### config.mk
export PLATFORM = sky130hd
export DESIGN_NAME = serial_addsub_ctrl
export DESIGN_NICKNAME = d
export VERILOG_FILES = /design/src/rtl/serial_addsub_ctrl_pkg.sv /design/src/rtl/serial_addsub_ctrl_fa_cell.sv /design/src/rtl/serial_addsub_ctrl.sv
export SDC_FILE = /design/constraint.sdc
export NUM_CORES = 1
export LEC_CHECK = 0
export CORE_MARGIN = 1
export CORE_UTILIZATION = 50
export DETAILED_ROUTE_END_ITERATION = 16
export GPL_ROUTABILITY_DRIVEN = 0
export HOLD_SLACK_MARGIN = 0.15
export PLACE_DENSITY = 0.88
export REMOVE_ABC_BUFFERS = 1
export SYNTH_ARGS = -nofsm -noshare
export SYNTH_HDL_FRONTEND = slang
export SYNTH_SLANG_ARGS = --single-unit
export TNS_END_PERCENT = 1
### constraint.sdc
create_clock -name clk -period 1.75 [get_ports clk]
set_input_delay 0.525 -clock clk [delete_from_list [all_inputs] [get_ports clk]]
set_output_delay 0.525 -clock clk [all_outputs]
set_load 0.02 [all_outputs]
### src/rtl/serial_addsub_ctrl_pkg.sv
// Shared types and constants for the bit-serial adder/subtractor controller.
// The state encoding and the op encoding live here.
package serial_addsub_ctrl_pkg;

    typedef enum logic [1:0] {
        IDLE = 2'd0,
        RUN  = 2'd1,
        DONE = 2'd2
    } state_t;

    localparam logic OP_ADD = 1'b0;
    localparam logic OP_SUB = 1'b1;

endpackage : serial_addsub_ctrl_pkg

### src/rtl/serial_addsub_ctrl_fa_cell.sv
// One-bit add/subtract cell: a full adder whose b input is inverted when op=1.
// Purely combinational; the controller supplies the carry-in and holds the carry-out.
module serial_fa_cell (
    input  logic a,
    input  logic b,
    input  logic op,
    input  logic cin,
    output logic sum,
    output logic cout
);

    logic b_eff;

    assign b_eff = b ^ op;
    assign sum   = a ^ b_eff ^ cin;
    assign cout  = (a & b_eff) | (a & cin) | (b_eff & cin);

endmodule : serial_fa_cell

### src/rtl/serial_addsub_ctrl.sv
// Bit-serial adder/subtractor: one add/sub cell reused over WIDTH clocks, LSB first.
// Result, carry-out and overflow update together at the last RUN edge only.
module serial_addsub_ctrl
    import serial_addsub_ctrl_pkg::*;
#(
    parameter int WIDTH = 8
) (
    input  logic             clk,
    input  logic             rst_n,
    input  logic             start,
    input  logic             op,
    input  logic [WIDTH-1:0] a,
    input  logic [WIDTH-1:0] b,
    output logic             busy,
    output logic             done,
    output logic [WIDTH-1:0] result,
    output logic             cout,
    output logic             overflow
);

    localparam int CNT_W = $clog2(WIDTH);
    localparam logic [CNT_W-1:0] CNT_LAST = CNT_W'(WIDTH - 1);

    state_t           state_reg, state_next;
    logic [WIDTH-1:0] a_sh_reg, a_sh_next;
    logic [WIDTH-1:0] b_sh_reg, b_sh_next;
    logic [WIDTH-1:0] acc_reg, acc_next;
    logic [WIDTH-1:0] result_reg, result_next;
    logic [CNT_W-1:0] cnt_reg, cnt_next;
    logic             op_reg, op_next;
    logic             carry_reg, carry_next;
    logic             cout_reg, cout_next;
    logic             overflow_reg, overflow_next;

    logic             cell_sum;
    logic             cell_cout;

    serial_fa_cell u_cell (
        .a    (a_sh_reg[0]),
        .b    (b_sh_reg[0]),
        .op   (op_reg),
        .cin  (carry_reg),
        .sum  (cell_sum),
        .cout (cell_cout)
    );

    always_ff @(posedge clk or negedge rst_n) begin
        if (!rst_n) begin
            state_reg    <= IDLE;
            a_sh_reg     <= '0;
            b_sh_reg     <= '0;
            acc_reg      <= '0;
            result_reg   <= '0;
            cnt_reg      <= '0;
            op_reg       <= 1'b0;
            carry_reg    <= 1'b0;
            cout_reg     <= 1'b0;
            overflow_reg <= 1'b0;
        end else begin
            state_reg    <= state_next;
            a_sh_reg     <= a_sh_next;
            b_sh_reg     <= b_sh_next;
            acc_reg      <= acc_next;
            result_reg   <= result_next;
            cnt_reg      <= cnt_next;
            op_reg       <= op_next;
            carry_reg    <= carry_next;
            cout_reg     <= cout_next;
            overflow_reg <= overflow_next;
        end
    end

    always_comb begin
        state_next    = state_reg;
        a_sh_next     = a_sh_reg;
        b_sh_next     = b_sh_reg;
        acc_next      = acc_reg;
        result_next   = result_reg;
        cnt_next      = cnt_reg;
        op_next       = op_reg;
        carry_next    = carry_reg;
        cout_next     = cout_reg;
        overflow_next = overflow_reg;

        case (state_reg)
            IDLE: begin
                if (start) begin
                    a_sh_next  = a;
                    b_sh_next  = b;
                    op_next    = op;
                    // Seeding carry with op supplies the +1 of the two's-complement negate.
                    carry_next = (op == OP_SUB);
                    cnt_next   = '0;
                    state_next = RUN;
                end
            end
            RUN: begin
                a_sh_next  = a_sh_reg >> 1;
                b_sh_next  = b_sh_reg >> 1;
                acc_next   = {cell_sum, acc_reg[WIDTH-1:1]};
                carry_next = cell_cout;
                cnt_next   = cnt_reg + CNT_W'(1);
                if (cnt_reg == CNT_LAST) begin
                    // carry_reg here is the carry into the MSB cell.
                    result_next   = {cell_sum, acc_reg[WIDTH-1:1]};
                    cout_next     = cell_cout;
                    overflow_next = cell_cout ^ carry_reg;
                    cnt_next      = '0;
                    state_next    = DONE;
                end
            end
            DONE: begin
                state_next = IDLE;
            end
            default: begin
                state_next = IDLE;
            end
        endcase
    end

    assign busy     = (state_reg == RUN);
    assign done     = (state_reg == DONE);
    assign result   = result_reg;
    assign cout     = cout_reg;
    assign overflow = overflow_reg;

endmodule : serial_addsub_ctrl

==> results.py, run 1 <==
metrics = {
    "run_status": {
        "status": "complete, no violations",
    },
    "placement": {
        "dp.cells": 216,
        "hpwl_um": 2509,
        "port_buffers": 31,
    },
    "power_and_ir_drop": {
        "p_clk_frac": 0.150,
        "p_switching_mw": 1.415,
        "p_per_area_nw_per_um2": 1818,
        "seqPwrFrac": 0.420,
        "p_int_mw": 2.547,
        "ir_worst_vdd_v": 0.001090,
        "switching_share": 0.3572,
        "p_comb_frac": 0.430,
        "p_leak_nw": 0.9882,
    },
    "timing": {
        "final_max_slew_viol_count": 0,
        "tightest_slew_ns": 0.4916,
        "fmax_ghz": 0.5881,
        "timing.final.crit_share": 0.9717,
        "clock_skew_ns": 0.003141,
        "hold_violations": 0,
        "slew_headroom": 0.6723,
        "tns_ns": 0,
        "period_minus_slack_ns": 1.700,
        "rsz0062_at_grt": "no",
        "setup_violations": 0,
    },
    "cts": {
        "clk_latency_ns": 0.35,
        "clk_pin_slew_ns": 0.11,
        "cts.htree.levels": 2,
        "cts.sinks": 40,
        "cts_root_buf": "clkbuf_4",
        "cts_buffers": 5,
        "cts_setup_buffers": 0,
        "cts_resized": 18,
        "cts_tree": "built",
        "cts_buffer_depth": 2,
        "ctsHoldBuffers": 0,
    },
    "routing": {
        "drc_errors": 0,
        "drt_iter0_drc": 54,
        "ant_nets": 0,
        "wl_per_cell_um": 15.46,
        "vias": 1225,
        "viasPerCell": 5.469,
        "wl_um": 3464,
        "dr.pass1.iters": 4,
    },
    "worst_setup_path": {
        "rrSetupSlack_ns": 0.22,
        "endpoint_kind": "primary output",
        "r2r_end": "result[0]$_DFFE_PN0P_",
        "required_ns": 1.22,
        "crit_fanout": 4,
        "reg2reg_from": "cnt_reg[0]$_DFFE_PN0P_",
        "cp.arrival_ns": 1.18,
        "rr_worst_depth": 4,
        "start_kind": "flip-flop",
        "path_class": "flip-flop to primary output",
    },
    "logic_synthesis": {
        "syn_area_per_cell_um2": 12.67,
        "netlist_instances": 138,
        "seq_area_frac_synth": 0.5727,
        "synth-seq-cells": 40,
        "ys_types": 30,
        "yosysTopAreaCell": "dfrtp_1",
        "ys_top_cells_by_area": "dfrtp_1 (57%), o22ai_1 (6.8%), mux2_2 (6.4%)",
        "yosysWarnings": 0,
        "yosys.area.top_type_share": 0.5727,
        "syn-cell-area_um2": 1748,
    },
    "layout": {
        "regArea_um2": 1001,
        "drive_gt1_frac": 0.2135,
        "layout_commonest_cell": "dfrtp_1",
        "antennaDiodeCount": 0,
        "final_nets": 200,
        "syn2layout_area_growth_pct": 24.70,
        "stdcell_count": 224,
        "multiInputGateArea_um2": 654.4,
        "nFillCells": 274,
        "final_cell_mix": "dfrtp_1 (40), o22ai_1 (19), clkdlybuf4s50_1 (18), buf_4 (11)",
    },
    "grt": {
        "overflow": 0,
        "grt_usage": 0.2149,
        "grt_pass1_wl_um": 5568,
        "grt_antenna_before_repair": 0,
        "grt_pass1_vias": 1267,
        "grt_start_max_net_pins": 41,
    },
    "floorplanning": {
        "die_h_um": 61.13,
        "dieArea_um2": 3736,
        "ios": 32,
        "start_util": 0.5238,
        "rows": 21,
        "design.core.area_um2": 3337,
        "die_w_um": 61.13,
    },
    "flow_run": {
        "cap_viol_max_count": 0,
    },
    "worst_hold_path": {
        "hold_path.class": "input pin to asynchronous set/reset pin",
    },
}
area by class of cell:
cell class / instances / share of cell area
tap: 46 / 0.02641
clock inverter: 2 / 0.01607
timing repair buffer: 41 / 0.1653
sequential: 40 / 0.4592
inverter: 8 / 0.01378
clock buffer: 6 / 0.01894
multi-input combinational: 81 / 0.3002
how the worst max path moves through the flow:
stage,start,end,slack (ns)
2_1_floorplan,state_reg[1]$_DFFE_PN0P_,busy,0.05
3_3_place_gp,start,a_sh_reg[3]$_DFFE_PN0P_,-0.10
3_5_place_dp,start,a_sh_reg[3]$_DFFE_PN0P_,-0.14
4_1_cts,state_reg[1]$_DFFE_PN0P_,busy,0.006
5_1_grt,state_reg[1]$_DFFE_PN0P_,busy,0.01
6_report,state_reg[1]$_DFFE_PN0P_,busy,0.05
power by group through the flow:
stage               Sequential (mW)  Clock, mW  Combinational (mW)
finish                         1.66      0.596                1.70
CTS                            1.65      0.616                1.70
global placement               1.64          0                1.70
global route                   1.71      0.651                1.90
detailed placement             1.67          0                1.80
floorplan                      1.77          0                1.01
metal layers:
metal  vias up  global-route usage  wire length (um)
met2        40              0.3587              1793
met3         5             0.07563               153
met4         0             0.07468                28
met5         -                   0                 0
li1        587                   -                 -
met1       593              0.2594              1488
through the flow:
stage | setup slack [ns] | power [mW] | area [um^2] | util | hold slack (ns)
after floorplan | 0.05083 | 2.776 | 1678 | - | 0.2294
after global placement | -0.1024 | 3.342 | 2116 | 0.6340 | 0.4655
after detailed placement | -0.1369 | 3.469 | 2116 | 0.6340 | 0.4700
after CTS | 0.005710 | 3.969 | 2170 | 0.6502 | 0.2135
after global routing | 0.01020 | 4.260 | 2180 | 0.6532 | 0.2329
final | 0.04958 | 3.962 | 2180 | 0.6532 | 0.2126
critical path: stages (launching register included):
cell      delay [ns]
dfrtp_1         0.45
nand2b_4        0.17
inv_1           0.07
buf_4           0.14
logic make-up after synthesis:
logic type               synth area share
AO/OA/AOI/OAI                      0.1790
flip-flops                         0.5727
XOR/XNOR                          0.01002
multiplexers                      0.09234
AND/OR/NAND/NOR                   0.06299
buffers and inverters             0.05726
adder cells (fa/ha/maj)           0.02577
cell usage after synthesis (all sizes together):
cell type and count:
ha 2, xor2 1, a221o 1, a2bb2oi 7, o21ai 5, or4b 1, nor2 4, or2 1
mux2 14, a21oi 6, a22oi 1, a22o 3, o221a 1, o21bai 1, dfrtp 40, inv 8
buf 9, o31ai 2, xnor2 1, o22ai 19, fa 1, nand2 5, nand3b 1, nand2b 4
No activity file was read; power rests on OpenSTA's default activity.
==> run 2, diff against run 1 <==
--- a/config.mk
+++ b/config.mk
@@ -6,11 +6,11 @@
 export NUM_CORES = 1
 export LEC_CHECK = 0
 export CORE_MARGIN = 1
-export CORE_UTILIZATION = 50
+export CORE_UTILIZATION = 46
 export DETAILED_ROUTE_END_ITERATION = 16
 export GPL_ROUTABILITY_DRIVEN = 0
 export HOLD_SLACK_MARGIN = 0.15
-export PLACE_DENSITY = 0.88
+export PLACE_DENSITY = 0.85
 export REMOVE_ABC_BUFFERS = 1
 export SYNTH_ARGS = -nofsm -noshare
 export SYNTH_HDL_FRONTEND = slang
==> constraint.sdc (replaced) <==
create_clock -name clk -period 1.5 [get_ports clk]
set_input_delay 0.45 -clock clk [delete_from_list [all_inputs] [get_ports clk]]
set_output_delay 0.45 -clock clk [all_outputs]
set_load 0.02 [all_outputs]
==> results.py, run 2 (synthesis gave the netlist of run 1 again) <==
metrics = {
    "run_status": {
        "status": "finished, violations left",
        "failed_checks": "setup timing",
    },
    "placement": {
        "dpl_cell_area_um2": 2161,
        "dp.cells": 222,
        "port_buffers": 31,
        "hpwl_um": 2617,
    },
    "layout": {
        "final_cell_mix": "dfrtp_1 (40), o22ai_1 (19), clkdlybuf4s50_1 (17), buf_4 (12), dlygate4sd2_1 (11)",
        "stdcell_count": 231,
        "layout_commonest_cell": "dfrtp_1",
        "antennaDiodeCount": 0,
        "finish.utilization": 0.6237,
        "stdcell_area_um2": 2283,
        "final_nets": 205,
        "nFillCells": 303,
        "syn2layout_area_growth_pct": 30.64,
        "drive_gt1_frac": 0.2678,
    },
    "routing": {
        "wl_per_cell_um": 15.54,
        "viasPerCell": 5.545,
        "dr.pass1.iters": 4,
        "drt_iter0_drc": 43,
        "vias": 1281,
        "ant_nets": 0,
        "drc_errors": 0,
        "wl_um": 3590,
    },
    "worst_setup_path": {
        "required_ns": 1.05,
        "cp.arrival_ns": 1.06,
        "start_kind": "flip-flop",
        "rr_worst_depth": 4,
        "startpoint": "state_reg[1]$_DFFE_PN0P_",
        "critPathBufInv": 3,
        "critPathTopFamily": "flip-flops",
        "reg2reg_from": "state_reg[1]$_DFFE_PN0P_",
        "max_stage_delay_ns": 0.41,
        "path_class": "flip-flop to primary output",
        "cpMostUsedCell": "buf_6",
        "crit_cells": 4,
        "crit_fanout": 3,
        "path_cells": "buf_6, inv_4, nor2_4, buf_6",
        "endpoint_kind": "primary output",
        "critPathSlowestCell": "dfrtp_1",
    },
    "timing": {
        "period_minus_slack_ns": 1.506,
        "rsz0062_at_grt": "yes",
        "tns_ns": -0.005794,
        "setup_ws_ns": -0.005794,
        "tightest_slew_ns": 0.3731,
        "slew_headroom": 0.7513,
        "timing.final.crit_share": 1.004,
        "fmax_ghz": 0.6641,
        "clock_skew_ns": 0.006069,
        "setup_violations": 1,
        "hold_violations": 0,
        "final_max_slew_viol_count": 0,
    },
    "power_and_ir_drop": {
        "p_leak_nw": 1.029,
        "p_per_area_nw_per_um2": 2088,
        "ir_worst_vdd_v": 0.0009505,
    },
    "grt": {
        "grt_pass1_vias": 1349,
        "grt_pass1_wl_um": 6203,
        "grt_antenna_before_repair": 0,
        "overflow": 0,
        "grt_usage": 0.2085,
        "grt_start_max_net_pins": 26,
    },
    "floorplanning": {
        "design.core.area_um2": 3661,
        "start_util": 0.4774,
        "die_w_um": 63.64,
        "die_h_um": 63.64,
        "rows": 22,
        "ios": 32,
        "dieArea_um2": 4050,
    },
    "flow_run": {
        "cap_viol_max_count": 0,
    },
    "cts": {
        "cts_tree": "built",
        "cts_buffers": 5,
        "clk_pin_slew_ns": 0.07,
        "clk_latency_ns": 0.29,
        "cts.sinks": 40,
        "cts.htree.levels": 2,
        "cts_buffer_depth": 2,
        "cts_root_buf": "clkbuf_8",
    },
    "worst_hold_path": {
        "hold_path.class": "flip-flop to flip-flop",
        "worstHoldPathCells": 1,
        "hold_start": "result[5]$_DFFE_PN0P_",
    },
}
-- run 2: cell count changes in the layout (fill, tap and decap cells not counted), moves of 2 or more --
cell | before | now
clkbuf_4 | 5 | 0
nor2_1 | 3 | 1
inv_1 | 7 | 5
clkbuf_8 | 0 | 6
inv_4 | 0 | 2
buf_6 | 0 | 3
-- run 2: layer usage --
metal | up-vias | track usage | wire length [um]
met5 | - | 0 | 0
met4 | 0 | 0.1051 | 65
met3 | 6 | 0.05435 | 175
met2 | 41 | 0.3471 | 1829
met1 | 637 | 0.2467 | 1519
li1 | 597 | - | -
-- run 2: worst register-to-register path: cells and delay by family (launching register included) --
kind,cells,cell delay [ns]
AO/OA/AOI/OAI,1,0.13
flip-flops,1,0.41
buffers and inverters,2,0.29
AND/OR/NAND/NOR,1,0.50
-- run 2: repair_timing --
item / in CTS / in global routing
resized for setup: 31 / 4
endpoints found under the setup margin: 18 / 13
hold endpoints to repair: 15 / 0
hold buffers: 1 / 0
setup buffers: 0 / 0
-- run 2: worst paths after layout --
check / endpoint / slack, ns
setup / recovery: done / -0.006
hold / removal: result[5]$_DFFE_PN0P_ / 0.49
setup reg to reg: a_sh_reg[3]$_DFFE_PN0P_ / 0.06
hold reg to reg: result[5]$_DFFE_PN0P_ / 0.49
max in group asynchronous: a_sh_reg[1]$_DFFE_PN0P_ / 0.45
min in group asynchronous: overflow$_DFFE_PN0P_ / 0.59
-- run 2: area by class of cell --
cell class	count	area, um^2	share of cell area
clock buffers	6	82.58	0.03616
clock inverters	2	10.01	0.004384
inverters	8	35.03	0.01534
multi-input cells	81	669.4	0.2932
flip-flops and latches	40	1001	0.4384
well taps	48	60.06	0.02630
repair buffers	46	425.4	0.1863
-- run 2: through the flow --
| step | hold slack (ns) | total power, mW | setup WS [ns] |
|---|---|---|---|
| after floorplan | 0.1544 | 3.239 | -0.1242 |
| after global placement | 0.3757 | 3.938 | -0.2920 |
| after detailed placement | 0.3880 | 4.095 | -0.3547 |
| after CTS | 0.4969 | 4.786 | -0.01144 |
| after global routing | 0.5325 | 5.134 | -0.04795 |
| final | 0.4886 | 4.768 | -0.005794 |
-- run 2: report_power, final --
group	total [mW]	switching, mW	internal, mW
sequential	1.96	0.349	1.61
clock	0.735	0.368	0.367
combinational	2.08	1.01	1.07
==> run 3, diff against run 2 <==
--- a/config.mk
+++ b/config.mk
@@ -7,11 +7,13 @@
 export LEC_CHECK = 0
 export CORE_MARGIN = 1
 export CORE_UTILIZATION = 46
+export CTS_CLUSTER_SIZE = 16
 export DETAILED_ROUTE_END_ITERATION = 16
 export GPL_ROUTABILITY_DRIVEN = 0
 export HOLD_SLACK_MARGIN = 0.15
 export PLACE_DENSITY = 0.85
 export REMOVE_ABC_BUFFERS = 1
+export SETUP_SLACK_MARGIN = 0.02
 export SYNTH_ARGS = -nofsm -noshare
 export SYNTH_HDL_FRONTEND = slang
 export SYNTH_SLANG_ARGS = --single-unit
==> results.py, run 3 (synthesis gave the netlist of run 1 again) <==
metrics = {
    "cts": {
        "clk_latency_ns": 0.29,
        "cts_buffer_depth": 2,
        "cts_setup_buffers": 0,
        "cts_buffers": 5,
        "cts_root_buf": "clkbuf_8",
        "cts_tree": "built",
        "cts.sinks": 40,
        "clk_pin_slew_ns": 0.07,
        "cts.htree.levels": 2,
    },
    "floorplanning": {
        "design.core.area_um2": 3661,
        "start_util": 0.4774,
        "rows": 22,
        "dieArea_um2": 4050,
        "die_h_um": 63.64,
        "die_w_um": 63.64,
        "ios": 32,
    },
    "routing": {
        "vias": 1279,
        "drc_errors": 0,
        "drt_iter0_drc": 44,
        "wl_um": 3595,
        "dr.pass1.iters": 4,
        "wl_per_cell_um": 15.56,
        "viasPerCell": 5.537,
        "ant_nets": 0,
    },
    "worst_hold_path": {
        "hold_path.class": "flip-flop to flip-flop",
        "hold_start": "cout$_DFFE_PN0P_",
    },
    "run_status": {
        "failed_checks": "setup timing",
        "status": "finished, violations left",
    },
    "layout": {
        "final_nets": 205,
        "drive_gt1_frac": 0.2732,
        "layout_commonest_cell": "dfrtp_1",
        "stdcell_count": 231,
        "syn2layout_area_growth_pct": 31.85,
        "final_cell_mix": "dfrtp_1 (40), o22ai_1 (19), clkdlybuf4s50_1 (17), buf_4 (12), mux2_2 (10)",
        "stdcell_area_um2": 2305,
        "antennaDiodeCount": 0,
    },
    "worst_setup_path": {
        "crit_fanout": 3,
        "reg2reg_from": "state_reg[1]$_DFFE_PN0P_",
        "required_ns": 1.05,
        "critPathTopFamily": "flip-flops",
        "path_cells": "buf_6, inv_4, nor2_4, buf_6",
        "endpoint_kind": "primary output",
        "max_stage_delay_ns": 0.41,
        "startpoint": "state_reg[1]$_DFFE_PN0P_",
        "cpMostUsedCell": "buf_6",
        "path_class": "flip-flop to primary output",
        "cp.arrival_ns": 1.06,
        "start_kind": "flip-flop",
        "critPathBufInv": 3,
        "critPathSlowestCell": "dfrtp_1",
    },
    "timing": {
        "final_max_slew_viol_count": 0,
        "fmax_ghz": 0.6643,
        "slew_headroom": 0.7513,
        "rsz0062_at_grt": "yes",
        "period_minus_slack_ns": 1.505,
        "setup_violations": 1,
        "tightest_slew_ns": 0.3731,
        "setup_ws_ns": -0.005367,
        "timing.final.crit_share": 1.004,
        "clock_skew_ns": 0.004728,
        "hold_violations": 0,
    },
    "flow_run": {
        "cap_viol_max_count": 0,
    },
    "placement": {
        "hpwl_um": 2617,
        "port_buffers": 31,
        "pre_cts_ws_ns": -0.3547,
        "dp.cells": 222,
        "dpl_cell_area_um2": 2161,
    },
    "grt": {
        "grt_antenna_before_repair": 0,
        "grt_pass1_wl_um": 6203,
        "grt_start_max_net_pins": 26,
        "grt_pass1_vias": 1349,
        "overflow": 0,
        "grt_usage": 0.2085,
    },
    "power_and_ir_drop": {
        "seqPwrFrac": 0.408,
        "ir_worst_vdd_v": 0.0009623,
        "switching_share": 0.3599,
        "p_switching_mw": 1.732,
        "p_comb_frac": 0.439,
        "p_total_mw": 4.811,
        "p_leak_nw": 1.020,
        "p_per_area_nw_per_um2": 2087,
        "p_int_mw": 3.079,
        "p_clk_frac": 0.152,
    },
}
-- run 3: timing repair --
action,in CTS,in global routing
gates resized for setup,32,12
hold endpoints to repair,15,0
endpoints found under the setup margin,27,18
pin swaps,1,0
hold buffers,1,0
-- run 3: path summary, 6_finish.rpt --
kind | slack (ns) | end | depth (start not counted)
setup / recovery | -0.005 | done | 4
hold reg to reg | 0.49 | cout$_DFFE_PN0P_ | 2
min in group asynchronous | 0.60 | overflow$_DFFE_PN0P_ | 2
setup reg to reg | 0.05 | a_sh_reg[3]$_DFFE_PN0P_ | 4
max in group asynchronous | 0.45 | a_sh_reg[1]$_DFFE_PN0P_ | 3
hold / removal | 0.49 | cout$_DFFE_PN0P_ | 2
-- run 3: metal layers --
metal | GRT usage | up-vias | wire, um
met5 | 0 | - | 0
met4 | 0.1051 | 0 | 66
met3 | 0.05435 | 6 | 208
met2 | 0.3471 | 47 | 1831
met1 | 0.2467 | 631 | 1489
li1 | - | 595 | -
-- run 3: worst min-delay path, delay by kind of cell (launching register included) --
kind / cells / cell delay, ns
simple gates: 1 / 0.06
flops: 1 / 0.35
compound gates: 1 / 0.06
-- run 3: power groups by stage --
stage	sequential, mW	clock (mW)	combinational (mW)
2_1_floorplan	2.06	0	1.17
3_3_place_gp	1.92	0	2.02
3_5_place_dp	1.97	0	2.13
4_1_cts	1.96	0.758	2.07
5_1_grt	2.03	0.811	2.34
6_report	1.96	0.732	2.11
-- run 3: cell type report --
class / instances / area (um^2)
clock buffers: 6 / 82.58
inverters: 8 / 35.03
well taps: 48 / 60.06
multi-input cells: 81 / 681.9
repair buffers: 46 / 434.2
flip-flops and latches: 40 / 1001
clock inverters: 2 / 10.01
fillers: 294 / 1356
-- run 3: through the flow --
stage | hold slack (ns) | utilization | setup TNS [ns]
after floorplan | 0.1544 | - | -0.2633
after global placement | 0.3757 | 0.5902 | -4.557
after CTS | 0.4969 | 0.6224 | -0.01144
after global routing | 0.5325 | 0.6295 | -0.07072
final | 0.4942 | 0.6295 | -0.005367
after detailed placement | 0.3880 | 0.5902 | -5.881
